## src/rtl/aes_bridge_pkg.sv

```systemverilog
// Shared types and constants for the AES FIFO host bridge.
package aes_bridge_pkg;

  localparam int SEQ_WIDTH = 8;

  // Field positions inside ififo_din for the default 8-bit key/data build
  localparam int KEY_MSB  = 15;
  localparam int KEY_LSB  = 8;
  localparam int DATA_MSB = 7;
  localparam int DATA_LSB = 0;

  typedef enum logic [1:0] {
    R_IDLE,
    R_POP,
    R_CAPT,
    R_HOLD
  } rd_state_e;

endpackage

```

## src/rtl/aes_bridge_tracker.sv

```systemverilog
// Outstanding-request tracker, unexpected-result flag and optional stall
// timeout (enabled by AES_BRIDGE_TIMEOUT_EN).
module aes_bridge_tracker
  import aes_bridge_pkg::*;
#(
  parameter int MAX_OUTSTANDING = 16,
  parameter int TIMEOUT_CYCLES  = 4096,
  localparam int CW = $clog2(MAX_OUTSTANDING + 1)
) (
  input  logic          clock,
  input  logic          rst,
  input  logic          req_hs,
  input  logic          rsp_hs,
  input  logic          capt,
  input  logic          stall,
  output logic [CW-1:0] outstanding,
  output logic          err_unexpected,
  output logic          err_timeout
);

  logic flush;

`ifdef AES_BRIDGE_TIMEOUT_EN
  localparam int TW = $clog2(TIMEOUT_CYCLES + 1);

  logic [TW-1:0] stall_cnt;

  assign flush = stall && (outstanding != '0) && !rsp_hs &&
                 (stall_cnt == TW'(TIMEOUT_CYCLES - 1));

  always_ff @(posedge clock) begin
    if (rst) begin
      stall_cnt   <= '0;
      err_timeout <= 1'b0;
    end else begin
      if (flush)
        err_timeout <= 1'b1;
      if (rsp_hs || outstanding == '0 || flush)
        stall_cnt <= '0;
      else if (stall)
        stall_cnt <= stall_cnt + 1'b1;
    end
  end
`else
  logic unused_cfg;

  assign flush       = 1'b0;
  assign err_timeout = 1'b0;
  assign unused_cfg  = ^{stall, TIMEOUT_CYCLES};
`endif

  always_ff @(posedge clock) begin
    if (rst)
      outstanding <= '0;
    else if (flush)
      outstanding <= '0;
    else if (req_hs && !rsp_hs)
      outstanding <= outstanding + 1'b1;
    else if (!req_hs && rsp_hs && outstanding != '0)
      outstanding <= outstanding - 1'b1;
  end

  always_ff @(posedge clock) begin
    if (rst)
      err_unexpected <= 1'b0;
    else if (capt && outstanding == '0)
      err_unexpected <= 1'b1;
  end

endmodule

```

## src/rtl/aes_fifo_host_bridge.sv

```systemverilog
// Host bridge: packs key/data requests into the AES input FIFO and returns
// ciphertext with a sequence tag. Optional stall timeout: AES_BRIDGE_TIMEOUT_EN.
module aes_fifo_host_bridge
  import aes_bridge_pkg::*;
#(
  parameter int KEY_WIDTH       = 8,
  parameter int DATA_WIDTH      = 8,
  parameter int MAX_OUTSTANDING = 16,
  parameter int TIMEOUT_CYCLES  = 4096,
  localparam int CW = $clog2(MAX_OUTSTANDING + 1)
) (
  input  logic                          clock,
  input  logic                          rst,
  input  logic                          req_valid,
  output logic                          req_ready,
  input  logic [KEY_WIDTH-1:0]          req_key,
  input  logic [DATA_WIDTH-1:0]         req_data,
  input  logic                          ififo_full,
  output logic                          ififo_wr,
  output logic [KEY_WIDTH+DATA_WIDTH-1:0] ififo_din,
  input  logic                          ofifo_empty,
  output logic                          ofifo_rd,
  input  logic [DATA_WIDTH-1:0]         ofifo_dout,
  output logic                          rsp_valid,
  input  logic                          rsp_ready,
  output logic [DATA_WIDTH-1:0]         rsp_data,
  output logic [SEQ_WIDTH-1:0]          rsp_seq,
  output logic [CW-1:0]                 outstanding,
  output logic                          err_unexpected,
  output logic                          err_timeout
);

  rd_state_e state, state_nx;
  logic      req_hs, rsp_hs, capt, stall;

  assign req_ready = !rst && !ififo_full &&
                     (outstanding < CW'(MAX_OUTSTANDING));
  assign ififo_wr  = req_valid && req_ready;
  assign ififo_din = {req_key, req_data};

  assign req_hs = ififo_wr;
  assign rsp_hs = rsp_valid && rsp_ready;
  assign capt   = (state == R_CAPT);
  assign stall  = (state == R_IDLE) && ofifo_empty;

  always_ff @(posedge clock) begin
    if (rst)
      state <= R_IDLE;
    else
      state <= state_nx;
  end

  always_comb begin
    state_nx = state;
    ofifo_rd = 1'b0;
    unique case (state)
      R_IDLE: if (!ofifo_empty) state_nx = R_POP;
      R_POP: begin
        ofifo_rd = !rst;
        state_nx = R_CAPT;
      end
      R_CAPT: state_nx = R_HOLD;
      R_HOLD: if (rsp_ready) state_nx = R_IDLE;
      default: state_nx = R_IDLE;
    endcase
  end

  // Single response buffer; read data is valid in R_CAPT (1-cycle FIFO latency)
  always_ff @(posedge clock) begin
    if (rst) begin
      rsp_valid <= 1'b0;
      rsp_data  <= '0;
      rsp_seq   <= '0;
    end else if (capt) begin
      rsp_valid <= 1'b1;
      rsp_data  <= ofifo_dout;
    end else if (rsp_hs) begin
      rsp_valid <= 1'b0;
      rsp_seq   <= rsp_seq + 1'b1;
    end
  end

  aes_bridge_tracker #(
    .MAX_OUTSTANDING (MAX_OUTSTANDING),
    .TIMEOUT_CYCLES  (TIMEOUT_CYCLES)
  ) u_tracker (
    .clock          (clock),
    .rst            (rst),
    .req_hs         (req_hs),
    .rsp_hs         (rsp_hs),
    .capt           (capt),
    .stall          (stall),
    .outstanding    (outstanding),
    .err_unexpected (err_unexpected),
    .err_timeout    (err_timeout)
  );

endmodule

```

## config.mk

```make
export PLATFORM = sky130hd
export DESIGN_NAME = aes_fifo_host_bridge
export DESIGN_NICKNAME = d
export VERILOG_FILES = /design/src/rtl/aes_bridge_pkg.sv /design/src/rtl/aes_bridge_tracker.sv /design/src/rtl/aes_fifo_host_bridge.sv
export SDC_FILE = /design/constraint.sdc
export NUM_CORES = 1
export LEC_CHECK = 0
export CELL_PAD_IN_SITES_DETAIL_PLACEMENT = 0
export CELL_PAD_IN_SITES_GLOBAL_PLACEMENT = 2
export CORE_UTILIZATION = 21
export CTS_CLUSTER_DIAMETER = 60
export DETAILED_ROUTE_END_ITERATION = 8
export PLACE_DENSITY_LB_ADDON = 0.05
export SLEW_MARGIN = 10
export SYNTH_ARGS = -nofsm -noshare
export SYNTH_HDL_FRONTEND = slang
export SYNTH_SLANG_ARGS = --single-unit
export TNS_END_PERCENT = 10
```

## constraint.sdc

```tcl
create_clock -name clock -period 3.6 [get_ports clock]
set_input_delay 0.9 -clock clock [delete_from_list [all_inputs] [get_ports clock]]
set_output_delay 0.9 -clock clock [all_outputs]
set_load 0.01 [all_outputs]
```

==> qor.txt <==
Status -> finished, final reports clean
GRT Total Usage -> 9.47%
First-pass GRT wire length -> 5.27 mm
Pwr per Cell Area -> 496 nW/um2
Post-synth top flop -> dfxtp_1
Placed cells -> 248
Cell mode on critical path -> clkdlybuf4s50_1
Fillcell total -> 675
Worst path arrival time -> 2510 ps
CTS max path bufs -> 2
Clock Skews -> 3.35 ps
Max VDD drop -> 0.000164 V
Initial antenna violation count -> 0
Critical path fanouts, max -> 5
Worst Hold Class -> reg2reg
Post-Layout Cell Count -> 252
Crit. End Element -> primary output
Starting density of the core -> 21.7%
Slew @ Worst Pin -> 795 ps
Cell taking the most area after synthesis -> dfxtp_1
Critical-path top delay cell -> or4b_4
1st-pass router iterations -> 4
Die footprint -> 6880 um2
Fraction of layout cells with a size suffix above 1 -> 5.71%
RSZ-0062 raised after global routing -> false
Worst-skew pair later-pin latency -> 270 ps
Multi-input logic area -> 704 um2
Critical path required time -> 2700 ps
Total negative setup slack -> 0 ps
Area growth syn-to-layout -> 28.2%
Clk Tree Root Cell -> clkbuf_8
CTS Buf Count -> 3
Tcrit/Tclk final -> 94.8%
Vias in the first global route -> 1056
Overflow after GRT -> 0
1st-iter DRT viols -> 20
Clock-pin slew on the worst setup and hold paths -> 90 ps
Post-cts resize count -> 0
Top cell type's share of synthesized area -> 36.4%
Syn Inst Count -> 154
CP startpoint kind -> primary input
Number of synthesis warnings -> 0
I/O Pins -> 73
Final #Nets -> 216
Post-synth ARST share -> 0%
Vias per inst -> 4.29
Final setup viols -> 0
CTS hold repair buffers -> 0
Die Y -> 82.9 um
Largest net degree at the start of global routing -> 29
Number of remaining DRC errors -> 0
Gp weighted congestion -> 0.762
CTS tree -> built
Worst path cell trace -> clkdlybuf4s50_1, or4b_4, inv_1, clkdlybuf4s50_1
Sequential fraction of the synthesis area -> 36.4%
# rows -> 29
Final Hold Viols -> 0
Routed len/inst -> 12.3 um
Kind of critical path -> in2out
I/O Buffers -> 39
Relative slew slack -> 47.0%
Syn Area/Cell -> 8.93 um2
Area contributors post-synth -> dfxtp_1, buf_4, ha_1
Ant. Diodes -> 0
LEAKAGE -> 0.652 nW
Core area -> 6350 um2
Post-synthesis cell type count -> 38
Post-CTS setup buffers -> 0
Max stage delay on crit path -> 590 ps
Synthesized area -> 1380 um2
Fin worst setup slack -> 186 ps
Synthesis-stage register bit count -> 25
# Max-Cap Violations -> 0
Post-synth EDFFs -> 0
Horiz. Die Dim -> 82.9 um
Via Count -> 1081
H-tree lvl count -> 1
Register area -> 500 um2
Final max-slew violation count -> 0
Num Clock Sinks -> 25
Hpwl dp -> 2.20 mm
Antenna viol nets, final -> 0
Fmax -> 293 MHz
Fin crit period -> 3410 ps
WL final -> 3.11 mm
Synth Net Count -> 194
Pre-CTS WS -> 121 ps
==> stage by stage <==
stage | instance area, um2 | hold slack [ps] | power (W) | util [%]
6_report | 1760 | 482 | 0.000875 | 27.8
2_1_floorplan | 1380 | 503 | 0.000599 | -
5_1_grt | 1760 | 540 | 0.000960 | 27.8
3_5_place_dp | 1720 | 465 | 0.000718 | 27.1
4_1_cts | 1760 | 495 | 0.000901 | 27.8
3_3_place_gp | 1720 | 466 | 0.000713 | 27.1
==> cell usage after synthesis, drive strengths merged (2+ instances only) <==
master / count
xnor2: 4
a21oi: 6
clkbuf: 3
a211oi: 2
nor4: 3
xor2: 4
o21ai: 4
nor3: 6
nor2: 25
nor3b: 2
o21bai: 2
nand2: 5
inv: 5
mux2i: 9
ha: 9
nand4: 3
dfxtp: 25
nand3: 3
buf: 20
and3: 2
==> placed cells by master (no fill, tap or decap), types with 2 or more instances in the layout <==
| cell | count |
|---|---|
| a211oi_1 | 2 |
| a21oi_1 | 6 |
| clkbuf_8 | 3 |
| clkdlybuf4s50_1 | 39 |
| dfxtp_1 | 25 |
| ha_1 | 9 |
| inv_1 | 5 |
| mux2i_1 | 9 |
| nand2_1 | 5 |
| nand3_1 | 3 |
| nand4_1 | 3 |
| nor2_1 | 24 |
| nor3_1 | 6 |
| nor4_1 | 3 |
| o21ai_0 | 3 |
| o21bai_1 | 2 |
| xnor2_1 | 4 |
| xor2_1 | 4 |
==> cell type report <==
| class | count | share of cell area, % |
|---|---|---|
| Multi-Input combinational cell | 101 | 40.0 |
| Sequential cell | 25 | 28.4 |
| Timing Repair Buffer | 40 | 22.6 |
| Tap cell | 77 | 5.46 |
| Clock buffer | 4 | 2.56 |
| Inverter | 5 | 1.06 |
==> path summary, 6_finish.rpt <==
path	from	end	slack, ps	cells past startpoint
max reg2reg	u_tracker.outstanding[4]$_SDFFE_PP0P_	u_tracker.outstanding[4]$_SDFFE_PP0P_	1030	8
min	u_tracker.err_unexpected$_SDFFE_PP0P_	u_tracker.err_unexpected$_SDFFE_PP0P_	480	2
min reg2reg	u_tracker.err_unexpected$_SDFFE_PP0P_	u_tracker.err_unexpected$_SDFFE_PP0P_	480	2
max	ififo_full	ififo_wr	190	4
==> power breakdown <==
part	leakage (nW)	internal, W	total (W)	switching [W]
Sequential	0.203	0.000320	0.000362	0.0000416
Clock	0.0228	0.0000792	0.000171	0.0000920
Combinational	0.426	0.000178	0.000342	0.000164
==> kinds of logic after synthesis <==
family / Yosys count / share of synthesized area [%]
adders and majority gates: 10 / 9.65
other: 1 / 0.273
xor gates and xnor gates: 8 / 5.10
muxes: 9 / 6.55
and+or+nand+nor: 54 / 21.0
DFF: 25 / 36.4
AOI/OAI and AO/OA: 19 / 8.64
buffers and inverters: 28 / 12.4
==> sequential cells by signal (all words and copies together) (netlist names) <==
signal / flops
rsp_seq: 8
u_tracker.err_unexpected: 1
rsp_data: 8
rsp_valid: 1
u_tracker.outstanding: 5
state: 2
==> routing by layer <==
layer  global-route usage, %  routed length (um)  part of all wire [%]  vias to the layer above
met1                    12.7                1540                    50                      481
met2                    14.2                1330                    43                       38
met3                    2.78                 182                   5.9                       14
met4                    3.76                  51                   1.6                        0
met5                       0                   0                     0                        -
li1                        -                   -                     -                      548
==> worst max-delay path: cells and delay by family <==
family | cells | cell delay [ps]
AND/OR/NAND/NOR | 1 | 590
buffers and inverters | 3 | 1030
Power figures use the tool's default switching activity.
